[src/rtl/counter_mode_sequencer.sv]
// Command sequencer for the cascaded counter: accepts one command, loads D,
// runs the chosen mode for LEN cycles, counts RCO pulses and pulses DONE.
module counter_mode_sequencer #(
    parameter int WIDTH = 16,
    parameter int LEN_W = 8
) (
    input  logic             CLK,
    input  logic             RST,
    input  logic             CMD_VALID,
    output logic             CMD_READY,
    input  logic [1:0]       CMD_MODO,
    input  logic [WIDTH-1:0] CMD_D,
    input  logic [LEN_W-1:0] CMD_LEN,
    output logic             ENB,
    output logic [1:0]       MODO,
    output logic [WIDTH-1:0] D,
    input  logic             RCO_IN,
    output logic [LEN_W-1:0] RCO_COUNT,
    output logic             BUSY,
    output logic             DONE
);

    typedef enum logic [1:0] {S_IDLE, S_LOAD, S_RUN, S_DONE} state_t;

    state_t           state, state_nxt;
    logic [1:0]       mode_q, mode_nxt;
    logic [WIDTH-1:0] d_q, d_nxt;
    logic [LEN_W-1:0] rem_q, rem_nxt;
    logic [LEN_W-1:0] cnt_nxt;
    logic             ready_nxt, enb_nxt, busy_nxt, done_nxt;
    logic [1:0]       modo_nxt;
    logic [WIDTH-1:0] dout_nxt;
    logic             accept;

    assign accept = CMD_VALID && CMD_READY;

    always_comb begin
        state_nxt = state;
        mode_nxt  = mode_q;
        d_nxt     = d_q;
        rem_nxt   = rem_q;
        cnt_nxt   = RCO_COUNT;
        unique case (state)
            S_IDLE: begin
                if (accept) begin
                    mode_nxt  = CMD_MODO;
                    d_nxt     = CMD_D;
                    rem_nxt   = CMD_LEN;
                    cnt_nxt   = '0;
                    state_nxt = S_LOAD;
                end
            end
            S_LOAD: begin
                if (mode_q == 2'b11 || rem_q == '0) state_nxt = S_DONE;
                else                                state_nxt = S_RUN;
            end
            S_RUN: begin
                // Saturate rather than wrap so a long run never under-reports.
                if (RCO_IN && RCO_COUNT != {LEN_W{1'b1}})
                    cnt_nxt = RCO_COUNT + LEN_W'(1);
                rem_nxt = rem_q - LEN_W'(1);
                if (rem_q == LEN_W'(1)) state_nxt = S_DONE;
            end
            S_DONE: state_nxt = S_IDLE;
            default: state_nxt = S_IDLE;
        endcase

        // Outputs are decoded from the next state so they can be registered
        // and still line up with the state they belong to.
        ready_nxt = (state_nxt == S_IDLE);
        enb_nxt   = (state_nxt == S_LOAD) || (state_nxt == S_RUN);
        busy_nxt  = (state_nxt != S_IDLE);
        done_nxt  = (state_nxt == S_DONE);
        modo_nxt  = 2'b00;
        dout_nxt  = '0;
        if (state_nxt == S_LOAD) begin
            modo_nxt = 2'b11;
            dout_nxt = d_nxt;
        end else if (state_nxt == S_RUN) begin
            modo_nxt = mode_nxt;
            dout_nxt = d_nxt;
        end
    end

    always_ff @(posedge CLK or posedge RST) begin
        if (RST) begin
            state     <= S_IDLE;
            mode_q    <= 2'b00;
            d_q       <= '0;
            rem_q     <= '0;
            RCO_COUNT <= '0;
            CMD_READY <= 1'b1;
            ENB       <= 1'b0;
            MODO      <= 2'b00;
            D         <= '0;
            BUSY      <= 1'b0;
            DONE      <= 1'b0;
        end else begin
            state     <= state_nxt;
            mode_q    <= mode_nxt;
            d_q       <= d_nxt;
            rem_q     <= rem_nxt;
            RCO_COUNT <= cnt_nxt;
            CMD_READY <= ready_nxt;
            ENB       <= enb_nxt;
            MODO      <= modo_nxt;
            D         <= dout_nxt;
            BUSY      <= busy_nxt;
            DONE      <= done_nxt;
        end
    end

endmodule

[config.mk]
export PLATFORM = sky130hd
export DESIGN_NAME = counter_mode_sequencer
export DESIGN_NICKNAME = d
export VERILOG_FILES = /design/src/rtl/counter_mode_sequencer.sv
export SDC_FILE = /design/constraint.sdc
export NUM_CORES = 1
export LEC_CHECK = 0
export ABC_AREA = 1
export CAP_MARGIN = 10
export CORE_MARGIN = 2
export CORE_UTILIZATION = 50
export CTS_CLUSTER_DIAMETER = 100
export DETAILED_ROUTE_END_ITERATION = 10
export GPL_TIMING_DRIVEN = 0
export PLACE_DENSITY = 0.87
export SYNTH_ARGS = -nofsm -noshare
export SYNTH_HDL_FRONTEND = slang
export SYNTH_SLANG_ARGS = --single-unit
[constraint.sdc]
create_clock -name CLK -period 2.3 [get_ports CLK]
set_input_delay 0.23 -clock CLK [delete_from_list [all_inputs] [get_ports CLK]]
set_output_delay 0.23 -clock CLK [all_outputs]
set_load 0.01 [all_outputs]
; ---- Yosys cells after proc, flatten, opt, wreduce, memory -nomap -nowiden
; Index checks and enable logic that the tools add are counted.
[classes]
n_addsub = 2
n_eq_ne = 11
mux = 17
reduce_logical = 11
[op_table]
columns = operator, count
row1 = 16-bit 2-to-1 mux, 4
row2 = 8-bit case mux with 2 select lines, 2
row3 = 8-bit 2-to-1 mux, 3
row4 = 2-bit 2-to-1 mux, 6
row5 = 2-bit == test (second input constant), 5
row6 = 8-bit by 1-bit adder with 8-bit output (second input constant), 1
row7 = 8-bit by 1-bit == test with 1-bit output (second input constant), 1
row8 = 8-bit zero test, 1
row9 = 8-bit inequality test (second input constant), 1
row10 = 2-bit case mux with 4 select lines, 1
row11 = 8-bit by 1-bit subtractor with 8-bit output (second input constant), 1
row12 = 2-bit by 1-bit == test with 1-bit output (second input constant), 2
row13 = 2-bit zero test, 2
row14 = 2-bit inequality test (second input constant), 2
row15 = 2-bit nonzero test, 2
row16 = 3-bit AND reduction, 1
row17 = 1-bit logical AND, 2
row18 = 1-bit logical OR, 2
row19 = 2-bit AND reduction, 1
row20 = 1-bit 2-to-1 mux, 1
[word_totals]
regBits = 58
inputBits = 30
output_inout_bits = 30
elab_cells = 52

; ---- Longest topological paths before layout
[logic_depth]
depth_word = 7
mapped_depth = 13
ltp_nobuf = 12

; ---- Least setup slack after synthesis
; OpenSTA, ideal clock, no wires.
[synth_timing]
kind = reg-to-reg
from = register rem_q[0]
to = register D[10]
setup_ns = 0.132
arrival_time_ns = 1.958
required_time_ns = 2.168
slack_ns = 0.210
stages_incl_launch_ff = 12
path_buffers = 1
period_less_slack_ns = 2.090
cell_sequence = dfrtp_1 > inv_1 > ha_1 > nand3_1 > o21ai_0 > nand2_1 > nand2_1 > nand2_1 > ha_1 > nor2_1 > clkbuf_1 > nor2_1
[synth_via]
elab_chain_len = 7
elab_cells_between_ends = 10
cone_classes = eq/ne: 3 / mux: 5 / reduce/logical: 2
[synth_lines]
columns = item, line_no
row1 = "start, declared", 28  ; logic [LEN_W-1:0] rem_q, rem_nxt;
row2 = "start signal, assigned", 102  ; rem_q <= rem_nxt;
row3 = 8-bit zero test, 54  ; if (mode_q == 2'b11 || rem_q == '0) state_nxt = S_DONE;
row4 = 1-bit logical OR, 54
row5 = 1-bit 2-to-1 mux, 54
row6 = 2-bit case mux with 4 select lines *, 43  ; unique case (state)
row7 = 2-bit == test, 79  ; end else if (state_nxt == S_RUN) begin
row8 = 16-bit 2-to-1 mux, 79
row9 = 16-bit 2-to-1 mux *, 76  ; if (state_nxt == S_LOAD) begin
row10 = via dout_nxt[10], 32  ; logic [WIDTH-1:0] dout_nxt;
row11 = "end signal, assigned", 107  ; D <= dout_nxt;
row12 = "end, declared", 16  ; output logic [WIDTH-1:0] D,
; Mark *: on every way through the listed nets, which the timed path passes. The rest lies on a longest branch.
; A chain may end at the register's enable or synchronous reset.

; ---- Final worst setup path
[layout_timing]
from = register rem_q[0]
to = register D[13]
; The elaborated chain is that of the path after synthesis.

==> reports/summary.txt <==
Crit share post-route: 0.916
# nets final: 428
Area of the multi-input gates: 0.00103 sq mm
Die X-Extent: 77.0 um
Htree depth: 3
Largest net degree at the start of global routing: 36
Area grow syn2layout: 34.0%
Pre-CTS setup slack: -436 ps
DR vias/cell: 4.98
CP Data Arrival Time: 2320 ps
Pins Over Slew Limit: 0
Vias: 2308
Max-Cap Viols: 0
Total grt overflow: 0
Mux contribution to synthesized area: 0
Gpl congestion: 0.873
Finished Layout Cells: 463
Vias in the first global route: 2316
First-pass GRT wire length: 10.3 mm
I/O pin count: 60
Status: finished clean
Most used cell, CP: nand2_1
Slew margin rel.: 0.630
Antenna viol nets, final: 0
Yosys synthesis warning count: 0
Clk buf depth: 2
TritonCTS clock tree: done
Min-delay worst type: in -> async
Gr usage total: 0.225
Mapped Area: 0.00267 sq mm
Starting Density: 0.519
Synthesis-stage register bit count: 58
Tmin final: 2110 ps
DR iter-0 viols: 169
Setup TNS: 0 ps
Crit path from: rem_q[0]
CP Launch Type: flip-flop
Setup violators final: 0
Synth cell types: 23
Worst IR Drop VDD: 0.00101 V
Clk_skew: 6.62 ps
Initial antenna violation count: 0
Fillers: 433
CTS Buf Count: 9
# rows: 26
Seq/Total Area, Yosys: 0.545
PortBufs: 59
Dpl cells: 445
Post-synthesis adder-cell area fraction: 0.0469
Setup WS post-layout: 194 ps
Die area: 0.00593 sq mm
Clk slew on worst S/H paths: 70 ps
CP Max Fanout: 10
Synth Area in XOR/XNOR: 0.00657
Worst path required time: 2520 ps
Core area: 0.00514 sq mm
WL/cell: 13.2 um
Commonest non-fill, non-tap cells in the layout: nand2_1, clkdlybuf4s50_1, dfrtp_1
# hold bufs at CTS: 0
Simple-gate portion of the synthesized area: 0.238
CTS Sinks: 58
Slowest CP cell: dfrtp_1
Root buffer cell: clkbuf_8
Mapped Nets: 355
Largest family of logic cells by synthesized area: simple AND/OR/NAND/NOR gates
Final Hold Viols: 0
Compound-Gate Fraction of Synth Area: 0.0868
Sequential cell area: 0.00145 sq mm
Final HPWL DP: 4.22 mm
Layout cells sized above 1: 0.130
Critical Path Max Stage Delay: 420 ps
Maximum clock rate: 0.475 GHz
Post-route DRC: 0
Worst r2r src: rem_q[0]
# diodes: 0
Crit-path cells: inv_1, ha_1, nand3_2, o21ai_1, nand2_1, nand2_1, nand2_1, ha_1, nor2_4, buf_4, nor2_1
Post-Syn Area per Cell: 8.46 sq um
DRT Pass-1 Iters: 4
P_leak: 0.00170 uW
Worst setup EP type: flip-flop
Die height: 77.0 um
Total wire length: 6.11 mm
Worst-Margin Slew: 551 ps
RSZ-0062 raised after global routing: no
Synth Instances: 315
Commonest non-fill, non-tap cell in the layout: nand2_1
PD cells: 1410 mW/mm^2
WS Path Type: reg -> reg
Skew-Pair Late Insertion Delay: 340 ps
==> metrics by stage <==
stage | area [sq um] | hold WS, ps | util | power, uW
floorplan | 2670 | 373 | - | 3180
global placement | 3340 | 511 | 0.651 | 3910
detailed placement | 3360 | 519 | 0.655 | 4040
CTS | 3550 | 252 | 0.690 | 4950
global route | 3570 | 303 | 0.695 | 5440
finish | 3570 | 236 | 0.695 | 5020
==> worst paths after layout <==
path | to | slack [ps] | cells past startpoint
setup / recovery | D[13] | 190 | 11
min in group CLK | d_q[5] | 520 | 3
setup reg to reg | D[13] | 190 | 11
max in group asynchronous | RCO_COUNT[0] | 1510 | 3
hold / removal | d_q[0] | 240 | 2
hold reg to reg | RCO_COUNT[7] | 520 | 2
==> power breakdown <==
part / total, uW / switching [uW] / leakage (uW) / internal [uW]
combinational: 2510 / 1410 / 0.000908 / 1100
sequential: 1680 / 200 / 0.000708 / 1490
clock: 829 / 415 / 0.0000851 / 414
total: 5020 / 2020 / 0.00170 / 3000
==> critical path: cells and delay by family (launching register included) <==
kind / cells / cell delay (ps)
fa+ha+maj: 2 / 460
compound gates: 1 / 180
flops: 1 / 420
buf+inv: 2 / 300
simple gates: 6 / 610
==> Yosys cell counts <==
cell / n / area, sq um
xor2_1: 1 / 8.76
o211ai_1: 2 / 15.0
buf_6: 1 / 11.3
nor2_1: 45 / 169
or2_2: 18 / 113
nand3_1: 10 / 50.1
a21oi_1: 6 / 30.0
clkbuf_1: 2 / 7.51
inv_2: 2 / 7.51
xnor2_1: 1 / 8.76
ha_1: 10 / 125
o21a_1: 1 / 7.51
o21ai_2: 1 / 8.76
dfrtp_1: 57 / 1430
o21ai_0: 32 / 160
nand2_1: 72 / 270
o21ai_1: 2 / 10.0
buf_2: 4 / 20.0
nor3_1: 3 / 15.0
nor2_4: 1 / 11.3
nand3b_1: 1 / 7.51
dfstp_2: 1 / 26.3
inv_1: 42 / 158
==> cells by family (layout without fill, tap and decap cells) <==
group / count (synthesis) / count (layout)
simple gates: 150 / 150
flops: 58 / 58
buf+inv: 51 / 129
compound gates: 44 / 44
fa+ha+maj: 10 / 10
xor+xnor: 2 / 2
==> sequential cells by signal, indices dropped and copies added, names as in the netlist, 2 cells and up <==
signal     flops
d_q           16
MODO           2
mode_q         2
rem_q          8
RCO_COUNT      8
D             16
state          2
==> metal layers <==
metal	global-route usage	routed length (um)	part of all wire	vias to the layer above
li1	-	-	-	1121
met1	0.254	2440	0.40	1104
met2	0.389	3130	0.51	69
met3	0.0765	413	0.068	14
met4	0.0982	135	0.022	0
met5	0	0	0	-
==> what timing repair did <==
action	in CTS	in global routing
endpoints found under the hold margin	0	0
setup endpoints to repair	14	10
gates cloned	0	0
buffers inserted	0	2
pin swaps	0	1
resized for setup	5	4
==> layout make-up <==
| class | instances | share of cell area |
|---|---|---|
| flip-flops and latches | 58 | 0.407 |
| multi-input cells | 206 | 0.287 |
| repair buffers | 62 | 0.175 |
| inverters | 44 | 0.0462 |
| clock buffers | 11 | 0.0396 |
| well taps | 70 | 0.0245 |
| plain buffers | 7 | 0.0126 |
| clock inverters | 5 | 0.00840 |
(Power assumes the default switching activity.)
